## src/rtl/vx_lsu_mem_sched_if.sv

```systemverilog
// Bus bundle between the LSU block requesters, the memory scheduler and the
// memory unit. The scheduler uses the slave view; the requester/memory side
// (or a testbench standing in for it) uses the master view.
interface vx_lsu_mem_sched_if #(
  parameter int NUM_REQS   = 4,
  parameter int NUM_LANES  = 4,
  parameter int ADDR_WIDTH = 30,
  parameter int DATA_WIDTH = 32,
  parameter int TAG_WIDTH  = 8
);
  localparam int IDX_BITS = (NUM_REQS > 1) ? $clog2(NUM_REQS) : 1;

  // Requester-side request bus, one slot per requester
  logic [NUM_REQS-1:0]                      in_req_valid;
  logic [NUM_REQS-1:0]                      in_req_rw;
  logic [NUM_REQS*NUM_LANES-1:0]            in_req_mask;
  logic [NUM_REQS*NUM_LANES*ADDR_WIDTH-1:0] in_req_addr;
  logic [NUM_REQS*NUM_LANES*DATA_WIDTH-1:0] in_req_data;
  logic [NUM_REQS*TAG_WIDTH-1:0]            in_req_tag;
  logic [NUM_REQS-1:0]                      in_req_ready;

  // Requester-side response bus: per-requester valid/ready, shared payload
  logic [NUM_REQS-1:0]                      in_rsp_valid;
  logic [NUM_LANES-1:0]                     in_rsp_mask;
  logic [NUM_LANES*DATA_WIDTH-1:0]          in_rsp_data;
  logic [TAG_WIDTH-1:0]                     in_rsp_tag;
  logic [NUM_REQS-1:0]                      in_rsp_ready;

  // Memory-side request bus
  logic                                     out_req_valid;
  logic                                     out_req_rw;
  logic [NUM_LANES-1:0]                     out_req_mask;
  logic [NUM_LANES*ADDR_WIDTH-1:0]          out_req_addr;
  logic [NUM_LANES*DATA_WIDTH-1:0]          out_req_data;
  logic [TAG_WIDTH+IDX_BITS-1:0]            out_req_tag;
  logic                                     out_req_ready;

  // Memory-side response bus
  logic                                     out_rsp_valid;
  logic [NUM_LANES-1:0]                     out_rsp_mask;
  logic [NUM_LANES*DATA_WIDTH-1:0]          out_rsp_data;
  logic [TAG_WIDTH+IDX_BITS-1:0]            out_rsp_tag;
  logic                                     out_rsp_ready;

  modport slave (
    input  in_req_valid, in_req_rw, in_req_mask, in_req_addr, in_req_data, in_req_tag,
    output in_req_ready,
    output in_rsp_valid, in_rsp_mask, in_rsp_data, in_rsp_tag,
    input  in_rsp_ready,
    output out_req_valid, out_req_rw, out_req_mask, out_req_addr, out_req_data, out_req_tag,
    input  out_req_ready,
    input  out_rsp_valid, out_rsp_mask, out_rsp_data, out_rsp_tag,
    output out_rsp_ready
  );

  modport master (
    output in_req_valid, in_req_rw, in_req_mask, in_req_addr, in_req_data, in_req_tag,
    input  in_req_ready,
    input  in_rsp_valid, in_rsp_mask, in_rsp_data, in_rsp_tag,
    output in_rsp_ready,
    input  out_req_valid, out_req_rw, out_req_mask, out_req_addr, out_req_data, out_req_tag,
    output out_req_ready,
    output out_rsp_valid, out_rsp_mask, out_rsp_data, out_rsp_tag,
    input  out_rsp_ready
  );
endinterface

```

## src/rtl/vx_lsu_mem_sched.sv

```systemverilog
// LSU memory scheduler: round-robin shares one memory port among NUM_REQS
// LSU blocks. Requests pass through a one-entry elastic buffer with the
// requester index prepended to the tag; responses are routed back
// combinationally by that index. Each requester is limited to MAX_PENDING
// outstanding reads so no block can hog the memory unit's response slots.
module vx_lsu_mem_sched #(
  parameter int NUM_REQS    = 4,
  parameter int NUM_LANES   = 4,
  parameter int ADDR_WIDTH  = 30,
  parameter int DATA_WIDTH  = 32,
  parameter int TAG_WIDTH   = 8,
  parameter int MAX_PENDING = 8
) (
  input  logic                clk,
  input  logic                reset,
  vx_lsu_mem_sched_if.slave   bus,
  output logic                pending_any
);

  localparam int IDX_BITS = (NUM_REQS > 1) ? $clog2(NUM_REQS) : 1;
  localparam int CNT_W    = $clog2(MAX_PENDING + 1);
  localparam int OTAG_W   = TAG_WIDTH + IDX_BITS;

  // Advance an index by off positions, wrapping modulo NUM_REQS.
  function automatic logic [IDX_BITS-1:0] wrap_idx(input int base, input int off);
    int s;
    s = base + off;
    if (s >= NUM_REQS) s = s - NUM_REQS;
    return IDX_BITS'(s);
  endfunction

  logic [IDX_BITS-1:0] rr_ptr;
  logic [CNT_W-1:0]    pend_cnt [NUM_REQS];

  logic [NUM_REQS-1:0] elig;
  logic                grant_vld;
  logic [IDX_BITS-1:0] grant_idx;
  logic                buf_ready;
  logic                acc;
  logic [NUM_REQS-1:0] rd_inc;

  logic [IDX_BITS-1:0] rsp_idx;
  logic                rsp_idx_ok;
  logic [NUM_REQS-1:0] rsp_vld;
  logic                rsp_rdy;
  logic [NUM_REQS-1:0] rsp_dec;

  // Output buffer (stage p1 holds the request presented to memory)
  logic                             req_vld_p1;
  logic                             req_rw_p1;
  logic [NUM_LANES-1:0]             req_mask_p1;
  logic [NUM_LANES*ADDR_WIDTH-1:0]  req_addr_p1;
  logic [NUM_LANES*DATA_WIDTH-1:0]  req_data_p1;
  logic [OTAG_W-1:0]                req_tag_p1;

  // A requester competes when it has a request and, for reads, a free pending slot.
  always_comb begin
    elig = '0;
    for (int i = 0; i < NUM_REQS; i++) begin
      elig[i] = bus.in_req_valid[i] &&
                (bus.in_req_rw[i] || (pend_cnt[i] < CNT_W'(MAX_PENDING)));
    end
  end

  // Round-robin pick: first eligible requester at or after rr_ptr, wrapping.
  always_comb begin
    grant_vld = 1'b0;
    grant_idx = '0;
    for (int k = 0; k < NUM_REQS; k++) begin
      if (!grant_vld && elig[wrap_idx(32'(rr_ptr), k)]) begin
        grant_vld = 1'b1;
        grant_idx = wrap_idx(32'(rr_ptr), k);
      end
    end
  end

  // The buffer can take a new request when empty or when it drains this cycle.
  assign buf_ready = !req_vld_p1 || bus.out_req_ready;
  assign acc       = grant_vld && buf_ready && !reset;

  // Ready goes only to the granted requester; read accepts bump its counter.
  always_comb begin
    bus.in_req_ready = '0;
    rd_inc           = '0;
    if (acc) begin
      bus.in_req_ready[grant_idx] = 1'b1;
      rd_inc[grant_idx]           = !bus.in_req_rw[grant_idx];
    end
  end

  // Stage boundary p0 -> p1: capture the granted request with its index in the tag MSBs.
  always_ff @(posedge clk) begin
    if (reset) begin
      req_vld_p1  <= 1'b0;
      req_rw_p1   <= 1'b0;
      req_mask_p1 <= '0;
      req_addr_p1 <= '0;
      req_data_p1 <= '0;
      req_tag_p1  <= '0;
    end else if (buf_ready) begin
      req_vld_p1 <= acc;
      if (acc) begin
        req_rw_p1   <= bus.in_req_rw[grant_idx];
        req_mask_p1 <= bus.in_req_mask[grant_idx*NUM_LANES +: NUM_LANES];
        req_addr_p1 <= bus.in_req_addr[grant_idx*NUM_LANES*ADDR_WIDTH +: NUM_LANES*ADDR_WIDTH];
        req_data_p1 <= bus.in_req_data[grant_idx*NUM_LANES*DATA_WIDTH +: NUM_LANES*DATA_WIDTH];
        req_tag_p1  <= {grant_idx, bus.in_req_tag[grant_idx*TAG_WIDTH +: TAG_WIDTH]};
      end
    end
  end

  assign bus.out_req_valid = req_vld_p1;
  assign bus.out_req_rw    = req_rw_p1;
  assign bus.out_req_mask  = req_mask_p1;
  assign bus.out_req_addr  = req_addr_p1;
  assign bus.out_req_data  = req_data_p1;
  assign bus.out_req_tag   = req_tag_p1;

  // Pointer moves just past the requester that was actually accepted.
  always_ff @(posedge clk) begin
    if (reset) begin
      rr_ptr <= '0;
    end else if (acc) begin
      rr_ptr <= wrap_idx(32'(grant_idx), 1);
    end
  end

  // Response routing by the index held in the tag MSBs; bad indices are sunk.
  assign rsp_idx    = bus.out_rsp_tag[OTAG_W-1 -: IDX_BITS];
  assign rsp_idx_ok = (32'(rsp_idx) < 32'(NUM_REQS));

  // Decode the response index into a one-hot valid and pick that requester's ready.
  always_comb begin
    rsp_vld = '0;
    rsp_rdy = 1'b1;
    rsp_dec = '0;
    for (int i = 0; i < NUM_REQS; i++) begin
      if (rsp_idx_ok && (rsp_idx == IDX_BITS'(i))) begin
        rsp_vld[i] = bus.out_rsp_valid;
        rsp_rdy    = bus.in_rsp_ready[i];
        rsp_dec[i] = bus.out_rsp_valid && bus.in_rsp_ready[i];
      end
    end
  end

  assign bus.in_rsp_valid  = rsp_vld;
  assign bus.out_rsp_ready = rsp_rdy;
  assign bus.in_rsp_mask   = bus.out_rsp_mask;
  assign bus.in_rsp_data   = bus.out_rsp_data;
  assign bus.in_rsp_tag    = bus.out_rsp_tag[TAG_WIDTH-1:0];

  // Outstanding-read counters: +1 on read accept, -1 on response, both cancel.
  always_ff @(posedge clk) begin
    for (int i = 0; i < NUM_REQS; i++) begin
      if (reset) begin
        pend_cnt[i] <= '0;
      end else if (rd_inc[i] && !rsp_dec[i]) begin
        pend_cnt[i] <= pend_cnt[i] + CNT_W'(1);
      end else if (rsp_dec[i] && !rd_inc[i] && (pend_cnt[i] != '0)) begin
        pend_cnt[i] <= pend_cnt[i] - CNT_W'(1);
      end
    end
  end

  // Any requester with reads still in flight.
  always_comb begin
    pending_any = 1'b0;
    for (int i = 0; i < NUM_REQS; i++) begin
      if (pend_cnt[i] != '0) pending_any = 1'b1;
    end
  end

  // Flag responses that carry an unknown index or have no matching outstanding read.
  always_ff @(posedge clk) begin
    if (!reset) begin
      if (bus.out_rsp_valid) begin
        assert (rsp_idx_ok);
      end
      for (int i = 0; i < NUM_REQS; i++) begin
        if (rsp_dec[i] && !rd_inc[i]) begin
          assert (pend_cnt[i] != '0);
        end
      end
    end
  end

endmodule

```

## src/flat_wrapper.sv

```systemverilog
// flat-port wrapper written by rule: the top's interface ports become plain ports
module vx_lsu_mem_sched_flat 
#(
  parameter int NUM_REQS    = 4,
  parameter int NUM_LANES   = 4,
  parameter int ADDR_WIDTH  = 30,
  parameter int DATA_WIDTH  = 32,
  parameter int TAG_WIDTH   = 8,
  parameter int MAX_PENDING = 8
)
  (clk, reset, pending_any, bus_in_req_valid, bus_in_req_rw, bus_in_req_mask, bus_in_req_addr, bus_in_req_data, bus_in_req_tag, bus_in_req_ready, bus_in_rsp_valid, bus_in_rsp_mask, bus_in_rsp_data, bus_in_rsp_tag, bus_in_rsp_ready, bus_out_req_valid, bus_out_req_rw, bus_out_req_mask, bus_out_req_addr, bus_out_req_data, bus_out_req_tag, bus_out_req_ready, bus_out_rsp_valid, bus_out_rsp_mask, bus_out_rsp_data, bus_out_rsp_tag, bus_out_rsp_ready);
  vx_lsu_mem_sched_if #(.NUM_REQS(NUM_REQS), .NUM_LANES(NUM_LANES), .ADDR_WIDTH(ADDR_WIDTH), .DATA_WIDTH(DATA_WIDTH), .TAG_WIDTH(TAG_WIDTH)) bus_i ();
  input  logic clk;
  input  logic reset;
  output logic pending_any;
  input wire logic [$bits(bus_i.in_req_valid)-1:0] bus_in_req_valid;
  input wire logic [$bits(bus_i.in_req_rw)-1:0] bus_in_req_rw;
  input wire logic [$bits(bus_i.in_req_mask)-1:0] bus_in_req_mask;
  input wire logic [$bits(bus_i.in_req_addr)-1:0] bus_in_req_addr;
  input wire logic [$bits(bus_i.in_req_data)-1:0] bus_in_req_data;
  input wire logic [$bits(bus_i.in_req_tag)-1:0] bus_in_req_tag;
  output wire logic [$bits(bus_i.in_req_ready)-1:0] bus_in_req_ready;
  output wire logic [$bits(bus_i.in_rsp_valid)-1:0] bus_in_rsp_valid;
  output wire logic [$bits(bus_i.in_rsp_mask)-1:0] bus_in_rsp_mask;
  output wire logic [$bits(bus_i.in_rsp_data)-1:0] bus_in_rsp_data;
  output wire logic [$bits(bus_i.in_rsp_tag)-1:0] bus_in_rsp_tag;
  input wire logic [$bits(bus_i.in_rsp_ready)-1:0] bus_in_rsp_ready;
  output wire logic [$bits(bus_i.out_req_valid)-1:0] bus_out_req_valid;
  output wire logic [$bits(bus_i.out_req_rw)-1:0] bus_out_req_rw;
  output wire logic [$bits(bus_i.out_req_mask)-1:0] bus_out_req_mask;
  output wire logic [$bits(bus_i.out_req_addr)-1:0] bus_out_req_addr;
  output wire logic [$bits(bus_i.out_req_data)-1:0] bus_out_req_data;
  output wire logic [$bits(bus_i.out_req_tag)-1:0] bus_out_req_tag;
  input wire logic [$bits(bus_i.out_req_ready)-1:0] bus_out_req_ready;
  input wire logic [$bits(bus_i.out_rsp_valid)-1:0] bus_out_rsp_valid;
  input wire logic [$bits(bus_i.out_rsp_mask)-1:0] bus_out_rsp_mask;
  input wire logic [$bits(bus_i.out_rsp_data)-1:0] bus_out_rsp_data;
  input wire logic [$bits(bus_i.out_rsp_tag)-1:0] bus_out_rsp_tag;
  output wire logic [$bits(bus_i.out_rsp_ready)-1:0] bus_out_rsp_ready;
  assign bus_i.in_req_valid = bus_in_req_valid;
  assign bus_i.in_req_rw = bus_in_req_rw;
  assign bus_i.in_req_mask = bus_in_req_mask;
  assign bus_i.in_req_addr = bus_in_req_addr;
  assign bus_i.in_req_data = bus_in_req_data;
  assign bus_i.in_req_tag = bus_in_req_tag;
  assign bus_in_req_ready = bus_i.in_req_ready;
  assign bus_in_rsp_valid = bus_i.in_rsp_valid;
  assign bus_in_rsp_mask = bus_i.in_rsp_mask;
  assign bus_in_rsp_data = bus_i.in_rsp_data;
  assign bus_in_rsp_tag = bus_i.in_rsp_tag;
  assign bus_i.in_rsp_ready = bus_in_rsp_ready;
  assign bus_out_req_valid = bus_i.out_req_valid;
  assign bus_out_req_rw = bus_i.out_req_rw;
  assign bus_out_req_mask = bus_i.out_req_mask;
  assign bus_out_req_addr = bus_i.out_req_addr;
  assign bus_out_req_data = bus_i.out_req_data;
  assign bus_out_req_tag = bus_i.out_req_tag;
  assign bus_i.out_req_ready = bus_out_req_ready;
  assign bus_i.out_rsp_valid = bus_out_rsp_valid;
  assign bus_i.out_rsp_mask = bus_out_rsp_mask;
  assign bus_i.out_rsp_data = bus_out_rsp_data;
  assign bus_i.out_rsp_tag = bus_out_rsp_tag;
  assign bus_out_rsp_ready = bus_i.out_rsp_ready;
  vx_lsu_mem_sched #(.NUM_REQS(NUM_REQS), .NUM_LANES(NUM_LANES), .ADDR_WIDTH(ADDR_WIDTH), .DATA_WIDTH(DATA_WIDTH), .TAG_WIDTH(TAG_WIDTH), .MAX_PENDING(MAX_PENDING)) u_core (.clk(clk), .reset(reset), .bus(bus_i), .pending_any(pending_any));
endmodule
```

## config.mk

```make
export PLATFORM = sky130hd
export DESIGN_NAME = vx_lsu_mem_sched_flat
export DESIGN_NICKNAME = d
export VERILOG_FILES = /design/src/rtl/vx_lsu_mem_sched_if.sv /design/src/rtl/vx_lsu_mem_sched.sv /design/src/flat_wrapper.sv
export SDC_FILE = /design/constraint.sdc
export NUM_CORES = 1
export LEC_CHECK = 0
export BUFFER_PORTS_ARGS = -buffer_cell sky130_fd_sc_hd__buf_2
export CORE_AREA = 2 2 635 637
export DETAILED_ROUTE_END_ITERATION = 10
export DIE_AREA = 0 0 637 639
export PLACE_DENSITY = 0.3
export SLEW_MARGIN = 10
export SYNTH_ARGS = -nofsm -noshare
export SYNTH_HDL_FRONTEND = slang
export SYNTH_SLANG_ARGS = --single-unit
```

## constraint.sdc

```tcl
create_clock -name clk -period 4.5 [get_ports clk]
set_input_delay 0.9 -clock clk [delete_from_list [all_inputs] [get_ports clk]]
set_output_delay 0.9 -clock clk [all_outputs]
set_load 0.01 [all_outputs]
```

==> run metrics <==
fin crit share=86.0%; Post-Synth Adder-Cell Area=0.858%; Placer Congestion=0.853; static leakage=14.0 nW; Die Width=637 um; Logic pwr share=48.3%; Async S/R FF share, synth=0%; Die H=639 um; DR vias=25600; Synth Area per Inst=6.79 um2; Placed Instances=9187; most frequent cells in the layout=1330 x buf_2, 1064 x nand2_1, 532 x nand3_1; Worst-Skew Late Latency=0.70 ns; largest net degree at the start of global routing=168; hold_sp=u_core.bus.out_req_tag[9]$_SDFFE_PP0P_; layout cells sized above 1=41.2%; Die ar.=0.407 mm2; RSZ-0062 raised after global routing=false; post-layout minimum cycle time=3.87 ns; predominant post-synthesis flop cell=dfxtp_1; number of global-route vias before repair=25500; Starting DRT DRC Count=1841; drt pass-1 iters=5; Setup Crit Path Kind=flop to output port; Hold Crit Depth=2; Final WS setup=0.628 ns; number of library cell types mapped by synthesis=49; slew margin rel.=17.2%; vias per cell=2.75; xor-xnor portion of the synthesized cell area=0.618%; Synth Cell Area=0.0198 mm2; CTS H-Tree Depth=2; TritonCTS buffer count=48; top cell type's share of synthesized area=26.9%; fin area=0.0333 mm2; Net Sw Frac=47.3%; global route total overflow=0; drt total wl=226000 um; R2R Setup Slk=0.98 ns; PostCTS Resize Cnt=0; most common cell after layout, fill and taps aside=buf_2; synth warn=0; RR Startpoint=u_core.pend_cnt[0][3]$_DFFE_PP_; Final Core Density=8.32%; Tot GR Track Use=10.6%; FF+latch count, synth=282; Power Total=14.9 mW; Worst EP arrival=2.97 ns; max-slew violation total from the final report=0; Initial Util=4.95%; max_cap viols=0; Hold Path Sink=u_core.bus.out_req_tag[9]$_SDFFE_PP0P_; worst slack, placed=0.351 ns; Synth Area in Compound Gates=12.8%; Layout Skew=0.0251 ns; IO Count=1612; post-DP HPWL=193000 um; Cell Pwr Density=447 mW/mm2; Min-Delay Path Class=flop to flop; port bufs=1331; Synth area leaders=dfxtp_1 27%, nand2_1 20%, nand3_1 13%; sequential share of the synthesized area=29.3%; Peak supply drop=251 uV; r2r worst-path depth=14; CTS sink count=282; outcome=complete, no violations; hold slack=0.466 ns; initial antenna violation count=88; Cells after Synth=2922; Final setup viols=0; Slew @ Worst Pin=1.24 ns; Post-CTS Setup Bufs=0; drt drc=0; Post-CTS Hold Fix Bufs=0; CTS tree=done; CP max FO=19; Final ANT Viol Nets=0; Final Hold Vio Count=0; crit start category=flop; global-route wire length before repair=281000 um; dominant cell type by area after synthesis=dfxtp_1; syn nets=4133; reg2reg end=u_core.pend_cnt[1][3]$_SDFFCE_PN0P_; clock slew at the register clock pins of the worst setup and hold paths=0.05 ns; mux cell area share after synthesis=0.719%; Clk network pwr share=28.1%; Seq pwr share=23.6%; routed length per instance=24.3 um; NetSw=7.04 mW; Root Buffer=clkbuf_16; layout net count=5161; FMAX=258 MHz; Synth Area in Simple Gates=44.6%; Non-Filler Instances=9303; Required @ worst endpoint=3.60 ns; largest family of logic cells by synthesized area=simple AND/OR/NAND/NOR gates; Fin Setup TNS=0 ns; crit path capture type=output port; DP Area=0.0316 mm2; internal power=7.85 mW; Std-Cell Rows=233; Area Overhead vs Synth=68.1%; core area=0.401 mm2; Post-synth EDFFs=16; Max clock buf depth=3
[power by group through the flow]
stage | Combinational, mW | Sequential (mW) | Clock, mW
after floorplan | 3.21 | 3.68 | 0
after global placement | 7.64 | 3.57 | 0
after detailed placement | 7.59 | 3.59 | 0
after CTS | 7.62 | 3.54 | 4.45
after global routing | 7.95 | 3.60 | 4.48
final | 7.20 | 3.51 | 4.18
[metal layers]
metal  wire, um  share of wire [%]  global-route usage, %
met5        765               0.34                  0.674
met4       4660                2.1                   2.08
met3      25300                 11                   5.15
met2     112000                 49                   18.6
met1      83500                 37                   11.5
[final cells by class]
cell class              instances  area, um2
inverters                      15       71.3
well taps                    5287       6620
flip-flops and latches        282       5810
repair buffers               1379       7280
clock buffers                  67       1400
fillers                     47600     368000
clock inverters                17        245
multi-input cells            2224      11800
diodes                         32       80.1
[synthesized netlist by cell type (5+ instances only)]
library cell and instances:
nor2_1 5, nand2_1 1064, buf_2 103, xnor2_1 5, edfxtp_1 16, a31o_2 175, buf_1 17, nand3_1 532
inv_1 13, xor2_1 9, buf_4 140, ha_1 12, clkbuf_1 141, a31o_1 85, a21oi_1 7, and2_1 8
nor3_1 7, mux2i_1 12, dfxtp_1 266, nor3b_1 264
[worst max-delay path, cell delays in order (launching register included)]
cell and delay, ns:
edfxtp_1 0.51, nand2b_1 0.15, a22o_1 0.24, o311a_1 0.35
nand2_8 0.12, inv_8 0.23, ha_1 0.26, and2_1 0.24
buf_2 0.19
[logic make-up after synthesis]
kind of cell,Yosys count
xor+xnor,14
flops,282
compound gates,291
buf+inv,416
fa+ha+maj,13
simple gates,1893
mux,13
[state kept, by name, indices dropped and copies added, names as in the netlist]
| signal | cells |
|---|---|
| u_core.bus.out_req_addr | 120 |
| u_core.bus.out_req_data | 128 |
| u_core.bus.out_req_mask | 4 |
| u_core.bus.out_req_rw | 1 |
| u_core.bus.out_req_tag | 10 |
| u_core.bus.out_req_valid | 1 |
| u_core.pend_cnt | 16 |
| u_core.rr_ptr | 2 |
[worst max-delay path by stage]
stage | from | endpoint | cells past startpoint
6_report | u_core.pend_cnt[1][7]$_DFFE_PP_ | bus_in_req_ready[3] | 8
4_1_cts | u_core.pend_cnt[0][3]$_DFFE_PP_ | bus_in_req_ready[0] | 8
5_1_grt | u_core.pend_cnt[0][3]$_DFFE_PP_ | bus_in_req_ready[0] | 8
2_1_floorplan | bus_in_req_valid[0] | u_core.pend_cnt[1][3]$_SDFFCE_PN0P_ | 16
3_3_place_gp | bus_in_req_valid[0] | u_core.pend_cnt[1][3]$_SDFFCE_PN0P_ | 15
3_5_place_dp | bus_in_req_valid[0] | u_core.pend_cnt[1][3]$_SDFFCE_PN0P_ | 15
(Power assumes the default switching activity.)
